## src/rtl/corral_host.sv

```systemverilog
// Player-side host for the Corral game core: issues one move per frame, captures the
// cowboy/horse response nibbles and end-of-frame status, and hands them out via valid/ready.
module corral_host #(
   parameter int RESP_LATENCY = 1,
   parameter int TIMEOUT      = 15
) (
   input  logic       clock,
   input  logic       reset_n,
   input  logic       cmd_valid,
   output logic       cmd_ready,
   input  logic [2:0] cmd_move,
   output logic       dev_enter,
   output logic [2:0] dev_move,
   input  logic [3:0] dev_data,
   input  logic       dev_ready,
   input  logic       dev_gameover,
   input  logic       dev_lostwon,
   output logic       res_valid,
   input  logic       res_ready,
   output logic [3:0] res_cowboy,
   output logic [3:0] res_horse,
   output logic       res_gameover,
   output logic       res_lostwon,
   output logic       res_timeout,
   output logic [7:0] move_count
);

   typedef enum logic [2:0] {IDLE, SEND, LAT, CAP_H, WAIT_RDY, RESULT} state_t;

   localparam logic [2:0] LAT_LOAD = 3'(RESP_LATENCY - 1);
   localparam logic [7:0] TO_LAST  = 8'(TIMEOUT - 1);

   state_t     state_q, state_d;
   logic [2:0] move_q, move_d;
   logic [2:0] lat_cnt_q, lat_cnt_d;
   logic [7:0] to_cnt_q, to_cnt_d;
   logic [3:0] cowboy_q, cowboy_d;
   logic [3:0] horse_q, horse_d;
   logic       gameover_q, gameover_d;
   logic       lostwon_q, lostwon_d;
   logic       timeout_q, timeout_d;
   logic [7:0] count_q, count_d;
   logic       game_over_q, game_over_d;

   always_ff @(posedge clock or negedge reset_n) begin
      if (!reset_n) begin
         state_q     <= IDLE;
         move_q      <= '0;
         lat_cnt_q   <= '0;
         to_cnt_q    <= '0;
         cowboy_q    <= '0;
         horse_q     <= '0;
         gameover_q  <= 1'b0;
         lostwon_q   <= 1'b0;
         timeout_q   <= 1'b0;
         count_q     <= '0;
         game_over_q <= 1'b0;
      end else begin
         state_q     <= state_d;
         move_q      <= move_d;
         lat_cnt_q   <= lat_cnt_d;
         to_cnt_q    <= to_cnt_d;
         cowboy_q    <= cowboy_d;
         horse_q     <= horse_d;
         gameover_q  <= gameover_d;
         lostwon_q   <= lostwon_d;
         timeout_q   <= timeout_d;
         count_q     <= count_d;
         game_over_q <= game_over_d;
      end
   end

   always_comb begin
      state_d     = state_q;
      move_d      = move_q;
      lat_cnt_d   = lat_cnt_q;
      to_cnt_d    = to_cnt_q;
      cowboy_d    = cowboy_q;
      horse_d     = horse_q;
      gameover_d  = gameover_q;
      lostwon_d   = lostwon_q;
      timeout_d   = timeout_q;
      count_d     = count_q;
      game_over_d = game_over_q;
      case (state_q)
         IDLE: begin
            if (cmd_valid && cmd_ready) begin
               move_d  = cmd_move;
               state_d = SEND;
            end
         end
         SEND: begin
            lat_cnt_d = LAT_LOAD;
            state_d   = LAT;
         end
         LAT: begin
            if (lat_cnt_q == 3'd0) begin
               cowboy_d = dev_data;
               state_d  = CAP_H;
            end else begin
               lat_cnt_d = lat_cnt_q - 3'd1;
            end
         end
         CAP_H: begin
            horse_d  = dev_data;
            to_cnt_d = '0;
            state_d  = WAIT_RDY;
         end
         WAIT_RDY: begin
            if (dev_ready) begin
               gameover_d = dev_gameover;
               lostwon_d  = dev_lostwon;
               timeout_d  = 1'b0;
               state_d    = RESULT;
            end else if (to_cnt_q == TO_LAST) begin
               gameover_d = 1'b0;
               lostwon_d  = 1'b0;
               timeout_d  = 1'b1;
               state_d    = RESULT;
            end else begin
               to_cnt_d = to_cnt_q + 8'd1;
            end
         end
         RESULT: begin
            if (res_ready) begin
               state_d = IDLE;
               // Aborted frames neither count as moves nor can end the game.
               if (!timeout_q) begin
                  if (count_q != 8'hFF) count_d = count_q + 8'd1;
                  if (gameover_q) game_over_d = 1'b1;
               end
            end
         end
         default: state_d = IDLE;
      endcase
   end

   assign cmd_ready    = (state_q == IDLE) && !game_over_q;
   assign dev_enter    = (state_q == SEND);
   assign dev_move     = dev_enter ? move_q : 3'd0;
   assign res_valid    = (state_q == RESULT);
   assign res_cowboy   = cowboy_q;
   assign res_horse    = horse_q;
   assign res_gameover = gameover_q;
   assign res_lostwon  = lostwon_q;
   assign res_timeout  = timeout_q;
   assign move_count   = count_q;

endmodule

```

## config.mk

```make
export PLATFORM = sky130hd
export DESIGN_NAME = corral_host
export DESIGN_NICKNAME = d
export VERILOG_FILES = /design/src/rtl/corral_host.sv
export SDC_FILE = /design/constraint.sdc
export NUM_CORES = 1
export LEC_CHECK = 0
export BUFFER_PORTS_ARGS = -buffer_cell sky130_fd_sc_hd__buf_2
export CORE_AREA = 4 4 75 77
export CTS_BUF_LIST = sky130_fd_sc_hd__clkbuf_4
export DETAILED_ROUTE_END_ITERATION = 12
export DIE_AREA = 0 0 79 81
export PLACE_DENSITY_LB_ADDON = 0.2
export SETUP_SLACK_MARGIN = 0.5
export SLEW_MARGIN = 20
export SYNTH_ARGS = -nofsm -noshare
export SYNTH_HDL_FRONTEND = slang
export SYNTH_SLANG_ARGS = --single-unit
```

## constraint.sdc

```tcl
create_clock -name clock -period 2.3 [get_ports clock]
set_input_delay 0.115 -clock clock [delete_from_list [all_inputs] [get_ports clock]]
set_output_delay 0.115 -clock clock [all_outputs]
set_load 0.03 [all_outputs]
```

==> results_dict.tcl, run 1 <==
set metrics [dict create \
    drt_iter0_markers 105 \
    max-slew-margin-rel_pct 44.4 \
    critPathSlowestCell "dfrtp_1" \
    clk_pin_slew_ns 0.12 \
    die_y_um 81 \
    grt_pass1_wl_mm 6.29 \
    multi_input_area_um2 841 \
    critical_path_depth 5 \
    cts_sinks 37 \
    hpwlAfterDp_mm 2.68 \
    syn-instance-count 163 \
    ys_ff_latch 37 \
    reg2regPathDepth 5 \
    dieArea_um2 6400 \
    powerDensity_nw_per_um2 1130 \
    worst-slew-pin-transition_ns 0.834 \
    grt_use_met1_pct 17.5 \
    crit_family "simple AND/OR/NAND/NOR gates" \
    root_buffer "clkbuf_4" \
    grt_use_met2_pct 18.7 \
    cp_max_fo 8 \
    critPathLaunchType "register" \
    vias_per_cell 4.91 \
    r2r_end "to_cnt_q[6]" \
    rows 26 \
    gr-usage-met3_pct 3.66 \
    cp_slowest_stage_delay_ns 0.48 \
    setup_viol 0 \
    drt_wl_total_mm 3.82 \
    slew_violations 0 \
    core_area_um2 5010 \
    yosys_warnings 0 \
    async_flop_share_pct 100 \
    drc 0 \
    numCtsBuffers 5 \
    avgSynthCellArea_um2 11.1 \
    worstPathRequired_ns 2.54 \
    outcome "complete, no violations" \
    ys_seq_area_share_pct 51.1 \
    io_pins 39 \
    n_antenna_cell 0 \
    clk_path_buf_depth 2 \
    drt-pass1-iter-count 4 \
    grt.busiest_layer "met2" \
    maxCapViolations 0 \
    antenna_found_initial 0 \
    fill_cells 533 \
    cts_tree "done" \
    ys.flop_type "dfrtp_1" \
    skew_ns 0.0160 \
    crit_path_cell_trace "nor3_1 > a211oi_4 > buf_4 > and3_1 > a211o_1" \
    fin_util_pct 45.0 \
    hold_path.class "primary input to register" \
    setup.worst_path.end_class "register" \
    layout.nets 236 \
    worst-r2r-setup-slack_ns 0.60 \
    vias 1414 \
    clk_latency_ns 0.34 \
    regArea_um2 926 \
    finalSetupTns_ns 0 \
    grt_pass1_vias 1316 \
    final_hold_viol_count 0 \
    synthDistinctLibCells 45 \
    max_freq_mhz 587 \
    htreeDepth 2 \
    area_growth_pct 24.3 \
    grt_usage_pct 12.6 \
    routedWlPerCell_um 13.3 \
    overflow 0 \
    place.gp.congestion 0.784 \
    pre_cts_ws_ns 0.444 \
    initial_utilization_pct 36.2 \
    r2r_start "to_cnt_q[4]" \
    worstPathArrival_ns 1.94 \
    synth_edf_count 0 \
    post-route-period-util_pct 74.1 \
    drive_gt1_share_pct 34.9 \
    numPortBuffers 38 \
    rsz0062_at_grt "yes" \
    ant_nets 0 \
    leakagePower_nw 1.09 \
    grt_max_degree 38 \
    vdd_drop_max_uv 499 \
    endpoint "to_cnt_q[6]" \
    timing.final.crit_period_ns 1.70 \
    die_width_um 79 \
    syn-num-nets 182 \
    path_buf_inv 1 \
    setup.worst_path.start "to_cnt_q[4]" \
    syn-cell-area_um2 1810 \
    layout_setup_ws_ns 0.595 \
    setup.worst_path.class "register to register" \
]
[metal layers]
metal  vias up  routed length, um
met5         -                  0
met4         0                 55
met3         6                188
met2        27               1760
met1       687               1820
li1        694                  -
[through the flow]
| step | instances | hold WS [ns] | instance area [um^2] | power [mW] |
|---|---|---|---|---|
| after floorplan | 163 | -0.181 | 1820 | 1.89 |
| after global placement | 268 | 0.281 | 2090 | 2.21 |
| after detailed placement | 268 | 0.276 | 2090 | 2.22 |
| after CTS | 285 | 0.00180 | 2220 | 2.58 |
| after global routing | 288 | 0.00146 | 2250 | 2.74 |
| final | 288 | 0.0369 | 2250 | 2.55 |
[flip-flops by register name (all words and copies together), names as in the netlist]
register and count:
move_count 8, to_cnt_q 8, res_cowboy 4, res_horse 4, lat_cnt_q 3, move_q 3
state_q 3, game_over_q 1, res_gameover 1, res_lostwon 1, res_timeout 1
[worst reg2reg max path, stage by stage (launching register included)]
cell	delay, ns
dfrtp_1	0.48
nor3_1	0.44
a211oi_4	0.15
buf_4	0.17
and3_1	0.15
a211o_1	0.22
[worst min-delay path by stage]
stage | start | to | cells past startpoint
after floorplan | reset_n | game_over_q | 0
after global placement | reset_n | move_count[6] | 1
after detailed placement | reset_n | move_count[6] | 1
after CTS | dev_data[1] | res_horse[1] | 2
after global routing | dev_data[2] | res_horse[2] | 2
final | dev_data[0] | res_horse[0] | 2
[cell usage after synthesis (2+ instances only)]
| master | n | area share [%] |
|---|---|---|
| a21oi_1 | 8 | 2.2 |
| o21ai_0 | 8 | 2.2 |
| nor2_1 | 8 | 1.7 |
| clkbuf_1 | 4 | 0.83 |
| nand3_1 | 3 | 0.83 |
| xor2_1 | 2 | 0.97 |
| nor3_1 | 2 | 0.55 |
| a21o_1 | 2 | 0.83 |
| xnor2_1 | 6 | 2.9 |
| inv_1 | 6 | 1.2 |
| nor4_1 | 2 | 0.69 |
| buf_6 | 2 | 1.2 |
| and3_1 | 5 | 1.7 |
| ha_1 | 5 | 3.5 |
| dfrtp_1 | 37 | 51 |
| nor3b_1 | 2 | 0.83 |
| nand4_1 | 3 | 1.0 |
| nand2_1 | 13 | 2.7 |
| a32o_1 | 2 | 1.1 |
| mux2_2 | 13 | 8.1 |
| a31oi_1 | 3 | 1.0 |
| nand3b_1 | 2 | 0.83 |
| and2_1 | 3 | 1.0 |
[placed cells by master (no fill, tap or decap), types with 5 or more instances in the layout]
| cell type | instances |
|---|---|
| inv_1 | 6 |
| nand2_1 | 13 |
| a21oi_1 | 8 |
| buf_4 | 10 |
| buf_2 | 38 |
| nor2_1 | 8 |
| dfrtp_1 | 37 |
| dlygate4sd3_1 | 6 |
| o21ai_0 | 7 |
| mux2_2 | 13 |
| and3_1 | 5 |
| ha_1 | 5 |
| clkbuf_4 | 5 |
| xnor2_1 | 6 |
[where the power goes]
group	switching, mW	total [mW]	internal, mW
registers	0.138	0.998	0.860
clock network	0.212	0.323	0.111
logic	0.745	1.23	0.480
total	1.10	2.55	1.45
[logic make-up after synthesis]
logic type,after synthesis,share of synthesized area (%)
AND/OR/NAND/NOR,52,16.0
flip-flops,37,51.1
AO/OA/AOI/OAI,34,13.4
multiplexers,14,8.63
buffers and inverters,13,3.52
XOR/XNOR,8,3.87
adder cells (fa/ha/maj),5,3.45
[what timing repair did]
item | 4_1_cts | 5_1_grt
buffers inserted | 4 | 2
pin swaps | 1 | 1
endpoints found under the hold margin | 42 | 1
setup endpoints to repair | 7 | 11
resized for setup | 1 | 2
hold buffers | 5 | 1
[layout make-up]
cell class / count / area share (%)
inverters: 6 / 1.00
multi-input cells: 113 / 37.3
clock inverters: 3 / 0.556
well taps: 70 / 3.89
clock buffers: 5 / 1.67
repair buffers: 54 / 14.4
flip-flops and latches: 37 / 41.1
(Power assumes the default switching activity.)
==> run 2, diff against run 1 <==
==> constraint.sdc (replaced) <==
create_clock -name clock -period 1.5 [get_ports clock]
set_input_delay 0.075 -clock clock [delete_from_list [all_inputs] [get_ports clock]]
set_output_delay 0.075 -clock clock [all_outputs]
set_load 0.03 [all_outputs]
==> run 2 against run 1 <==
Power up 120%. Setup slack lost 0.70 ns. Critical endpoint is now to_cnt_q[4]. First-iteration DRC count decreased by 55%. The flow now finishes with violations (negative setup slack). Die area stayed put. Register-to-register slack got worse by 0.70 ns. Clock power grew 120%. Via count up 14%. Sequential share of layout area shrank 10 points. Critical path depth is 3 higher. Hold slack improved by 0.018 ns.
==> results_dict.tcl, run 2 (synthesized netlist as in run 1, its figures left out) <==
set metrics [dict create \
    area_growth_pct 68.4 \
    regArea_um2 935 \
    hpwlAfterDp_mm 3.15 \
    dp_cells 286 \
    hold_path.class "primary input to register" \
    final_cell_mix "buf_6 (41), dfrtp_1 (30), buf_4 (28)" \
    routedWlPerCell_um 14.6 \
    drt-pass1-iter-count 4 \
    final_hold_viol_count 0 \
    drc 0 \
    worstPathArrival_ns 1.87 \
    cts_tree "done" \
    max_freq_mhz 624 \
    dieArea_um2 6400 \
    fill_cells 425 \
    clk_latency_ns 0.35 \
    slew_violations 0 \
    critPathSlowestCell "dfrtp_1" \
    timing.final.crit_period_ns 1.60 \
    numCtsBuffers 5 \
    crit_path_cell_trace "inv_1 > ha_2 > and4b_2 > a211oi_4 > buf_6 > buf_6 > a32oi_1 > o21ai_1" \
    drt_iter0_markers 47 \
    vias 1617 \
    p_int_mw 3.40 \
    rows 26 \
    cp_slowest_stage_delay_ns 0.36 \
    hold_path_depth 4 \
    finalSetupTns_ns -0.932 \
    fin_cells 327 \
    htreeDepth 2 \
    layout.nets 275 \
    clk_path_buf_depth 2 \
    worstPathRequired_ns 1.76 \
    critPathLaunchType "register" \
    overflow 0 \
    critical_path_depth 8 \
    numPortBuffers 38 \
    swShare_pct 38.5 \
    setup.worst_path.end_class "register" \
    pwr-share-comb_pct 58.1 \
    root_buffer "clkbuf_4" \
    maxCapViolations 0 \
    switchingPower_mw 2.13 \
    die_width_um 79 \
    skew_ns 0.0174 \
    vias_per_cell 4.94 \
    post-route-period-util_pct 107 \
    vdd_drop_max_uv 1110 \
    layout_commonest_cell "buf_6" \
    critPathMostFrequentCell "buf_6" \
    setup_viol 21 \
    leakagePower_nw 1.44 \
    rsz0062_at_grt "yes" \
    ant_nets 0 \
    io_pins 39 \
    layout_setup_ws_ns -0.102 \
    pwr-share-seq_pct 29.1 \
    grt_pass1_vias 1666 \
    clk_pin_slew_ns 0.12 \
    clkPwrFrac_pct 12.8 \
    violations "negative setup slack" \
    die_y_um 81 \
    setup.worst_path.class "register to register" \
    drive_gt1_share_pct 58.0 \
    n_antenna_cell 0 \
    antenna_found_initial 0 \
    grt_pass1_wl_mm 7.56 \
    design_area_um2 3050 \
    initial_utilization_pct 36.2 \
    grt_usage_pct 15.2 \
    cts_sinks 37 \
    multi_input_area_um2 1080 \
    grt_max_degree 21 \
    crit_family "compound AO/OA/AOI/OAI gates" \
    powerDensity_nw_per_um2 1810 \
    worst-slew-pin-transition_ns 0.443 \
    postPlaceCellArea_um2 2310 \
    path_buf_inv 3 \
    core_area_um2 5010 \
    reg2regPathDepth 8 \
    max-slew-margin-rel_pct 70.4 \
    cp_max_fo 4 \
    drt_wl_total_mm 4.78 \
    place.gp.congestion 0.845 \
    outcome "finished, violations left" \
]
-- run 2: per-stage QoR --
stage	util, %	hold slack (ns)	power (mW)	setup slack (ns)
4_1_cts	57.8	0.0229	5.25	-0.0784
6_report	60.9	0.0548	5.53	-0.102
3_3_place_gp	46.1	0.0364	3.64	-0.158
5_1_grt	60.9	0.0673	5.85	-0.214
3_5_place_dp	46.1	0.0449	3.71	-0.175
2_1_floorplan	-	-0.221	3.07	-0.280
-- run 2: final timing paths --
path / start / endpoint / slack (ns)
setup / recovery: to_cnt_q[0] / to_cnt_q[4] / -0.10
hold / removal: res_ready / state_q[2] / 0.05
setup reg to reg: to_cnt_q[0] / to_cnt_q[4] / -0.10
hold reg to reg: move_count[6] / move_count[6] / 0.51
max in group asynchronous: reset_n / lat_cnt_q[2] / 0.78
min in group asynchronous: reset_n / res_cowboy[1] / 0.19
-- run 2: repair_timing --
| action | 4_1_cts | 5_1_grt |
|---|---|---|
| endpoints found under the hold margin | 32 | 0 |
| setup buffers | 18 | 4 |
| hold buffers | 11 | 0 |
| pin swaps | 17 | 10 |
| gates resized for setup | 79 | 27 |
| endpoints found under the setup margin | 61 | 62 |
-- run 2: power by group through the flow --
stage	registers [mW]	clock network [mW]	logic, mW
floorplan	1.95	0	1.13
global placement	1.54	0	2.09
detailed placement	1.57	0	2.13
CTS	1.60	0.728	2.91
global route	1.66	0.761	3.43
finish	1.61	0.707	3.21
-- run 2: layer usage --
| layer | GRT usage (%) | share of wire [%] | vias up |
|---|---|---|---|
| li1 | - | - | 775 |
| met4 | 4.12 | 1.0 | 0 |
| met5 | 0 | 0 | - |
| met3 | 4.88 | 4.5 | 4 |
| met1 | 19.3 | 45 | 799 |
| met2 | 25.0 | 49 | 39 |
-- run 2: cell type report --
type	count	area share, %
multi-input cells	113	35.4
clock inverters	2	1.11
clock buffers	6	1.48
repair buffers	93	27.8
flip-flops and latches	37	30.6
inverters	6	0.738
well taps	70	2.87
-- run 2: worst min-delay path: stages --
cell     delay [ns]
buf_2          0.11
nand2_1        0.07
nand2_1        0.08
o21ai_2        0.05
==> run 3, diff against run 2 <==
--- a/config.mk
+++ b/config.mk
@@ -6,6 +6,8 @@
 export NUM_CORES = 1
 export LEC_CHECK = 0
 export BUFFER_PORTS_ARGS = -buffer_cell sky130_fd_sc_hd__buf_2
+export CELL_PAD_IN_SITES_DETAIL_PLACEMENT = 1
+export CELL_PAD_IN_SITES_GLOBAL_PLACEMENT = 1
 export CORE_AREA = 4 4 75 77
 export CTS_BUF_LIST = sky130_fd_sc_hd__clkbuf_4
 export DETAILED_ROUTE_END_ITERATION = 12
==> run 3 against run 2 <==
The run still ends with negative setup slack left. Die area unchanged. Clock skew decreased by 0.0023 ns. Hold slack worse by 0.0088 ns. Clock-buffer cell count up 2. Utilization hardly changed. Register-to-register slack got worse by 0.05 ns. Global-route usage rose by 3.3 points. Non-clock buffer count grew 2. Critical path depth decreased by 3. Sequential share of layout area increased by 0.054 points. Via count grew 4.0%. Critical endpoint is now to_cnt_q[6].
==> results_dict.tcl, run 3 (synthesized netlist as in run 1, its figures left out) <==
set metrics [dict create \
    outcome "finished, violations left" \
    violations "negative setup slack" \
    setup_viol 25 \
    cts_tree "done" \
    critPathLaunchType "register" \
    vias_per_cell 5.11 \
    grt_use_met2_pct 33.1 \
    die_y_um 81 \
    slew_violations 0 \
    drt_wl_total_mm 6.22 \
    worst-r2r-setup-slack_ns -0.16 \
    gr-usage-met3_pct 5.76 \
    post-route-period-util_pct 110 \
    worst-slew-pin-transition_ns 0.398 \
    drc 0 \
    core_area_um2 5010 \
    clk_latency_ns 0.37 \
    layout.nets 277 \
    cts_sinks 37 \
    die_width_um 79 \
    hpwlAfterDp_mm 3.59 \
    p_int_mw 3.30 \
    initial_utilization_pct 36.2 \
    setup.worst_path.class "register to register" \
    total_power_mw 5.56 \
    drt_iter0_markers 78 \
    cp_max_fo 7 \
    place.gp.congestion 0.810 \
    rows 26 \
    setup.worst_path.start "state_q[0]" \
    rsz0062_at_grt "yes" \
    setup.worst_path.end_class "register" \
    leakagePower_nw 1.44 \
    r2r_end "to_cnt_q[6]" \
    io_pins 39 \
    grt_max_degree 24 \
    dieArea_um2 6400 \
    final_cell_mix "buf_6 (41), dfrtp_1 (29), buf_4 (29)" \
    pwr-share-seq_pct 29.5 \
    worstPathRequired_ns 1.75 \
    fill_cells 536 \
    hold_path.class "primary input to register" \
    skew_ns 0.0151 \
    grt_use_met1_pct 21.1 \
    routedWlPerCell_um 18.9 \
    swShare_pct 40.6 \
    reg2regPathDepth 5 \
    max-slew-margin-rel_pct 73.5 \
    numPortBuffers 38 \
    timing.final.crit_period_ns 1.66 \
    multi_input_area_um2 1070 \
    drt-pass1-iter-count 4 \
    clk_path_buf_depth 2 \
    worstPathArrival_ns 1.91 \
    r2r_start "state_q[0]" \
    grt_usage_pct 18.5 \
    drive_gt1_share_pct 59.8 \
    ant_nets 0 \
    area_growth_pct 68.3 \
    overflow 0 \
    root_buffer "clkbuf_4" \
    htreeDepth 2 \
    clk_pin_slew_ns 0.12 \
    layout_commonest_cell "buf_6" \
    design_area_um2 3050 \
    antenna_found_initial 0 \
    numCtsBuffers 5 \
    hold_path_depth 4 \
    vdd_drop_max_uv 1300 \
    grt_pass1_vias 1885 \
    fin_cells 329 \
    n_antenna_cell 0 \
    regArea_um2 936 \
    grt_pass1_wl_mm 9.16 \
    postPlaceCellArea_um2 2330 \
    final_hold_viol_count 0 \
    powerDensity_nw_per_um2 1820 \
    pwr-share-comb_pct 59.8 \
    hold_start "res_ready" \
    pre_cts_ws_ns -0.243 \
    vias 1682 \
    switchingPower_mw 2.26 \
    layout_setup_ws_ns -0.157 \
    grt.busiest_layer "met2" \
    maxCapViolations 0 \
    dp_cells 287 \
    holdPathEnd "state_q[2]" \
    max_freq_mhz 603 \
    clkPwrFrac_pct 10.7 \
]
[run 3: changes by cell type in the layout (fill, tap and decap cells not counted), moves of 2 or more]
cell      change
clkbuf_4      +2
inv_1         -2
inv_2         +2
nand2_2       +2
[run 3: worst max-delay path, cell delays in order (launching register included)]
cell and delay [ns]:
dfrtp_1 0.42, or3b_4 0.42, a211oi_4 0.21, buf_6 0.18, nor2b_4 0.05, a211o_1 0.25
[run 3: layout make-up]
class,instances,area share (%)
Inverter,6,0.739
Timing Repair Buffer,95,28.7
Sequential cell,37,30.7
Clock buffer,8,1.97
Multi-Input combinational cell,113,35.0
Tap cell,70,2.87
[run 3: through the flow]
| stage | hold slack (ns) | setup TNS [ns] | util, % |
|---|---|---|---|
| after floorplan | -0.221 | -2.24 | - |
| after global placement | 0.00917 | -1.25 | 46.5 |
| after detailed placement | 0.0222 | -2.26 | 46.5 |
| after CTS | -0.0170 | -1.41 | 56.6 |
| after global routing | 0.0789 | -4.07 | 60.9 |
| final | 0.0459 | -1.96 | 60.9 |
[run 3: metal layers]
layer  share of wire [%]  vias up
li1                    -      787
met1                  40      837
met2                  53       51
met3                 5.3        7
met4                 1.0        0
met5                   0        -
[run 3: worst max-delay path by stage]
stage | endpoint | cells after the start
2_1_floorplan | to_cnt_q[0] | 6
3_3_place_gp | to_cnt_q[0] | 6
3_5_place_dp | to_cnt_q[0] | 6
4_1_cts | to_cnt_q[6] | 7
5_1_grt | to_cnt_q[7] | 8
6_report | to_cnt_q[6] | 5
[run 3: power by group through the flow]
stage / Combinational [mW] / Clock, mW / Sequential, mW
floorplan: 1.13 / 0 / 1.95
global placement: 2.11 / 0 / 1.54
detailed placement: 2.18 / 0 / 1.58
CTS: 2.88 / 0.594 / 1.60
global route: 3.52 / 0.644 / 1.68
finish: 3.32 / 0.592 / 1.64
[run 3: what timing repair did]
| item | CTS | global route |
|---|---|---|
| buffers inserted | 13 | 10 |
| hold buffers | 10 | 1 |
| gates resized for setup | 76 | 33 |
| gates cloned | 0 | 0 |
| pin swaps | 21 | 12 |
| endpoints found under the setup margin | 60 | 62 |
| hold endpoints to repair | 51 | 1 |
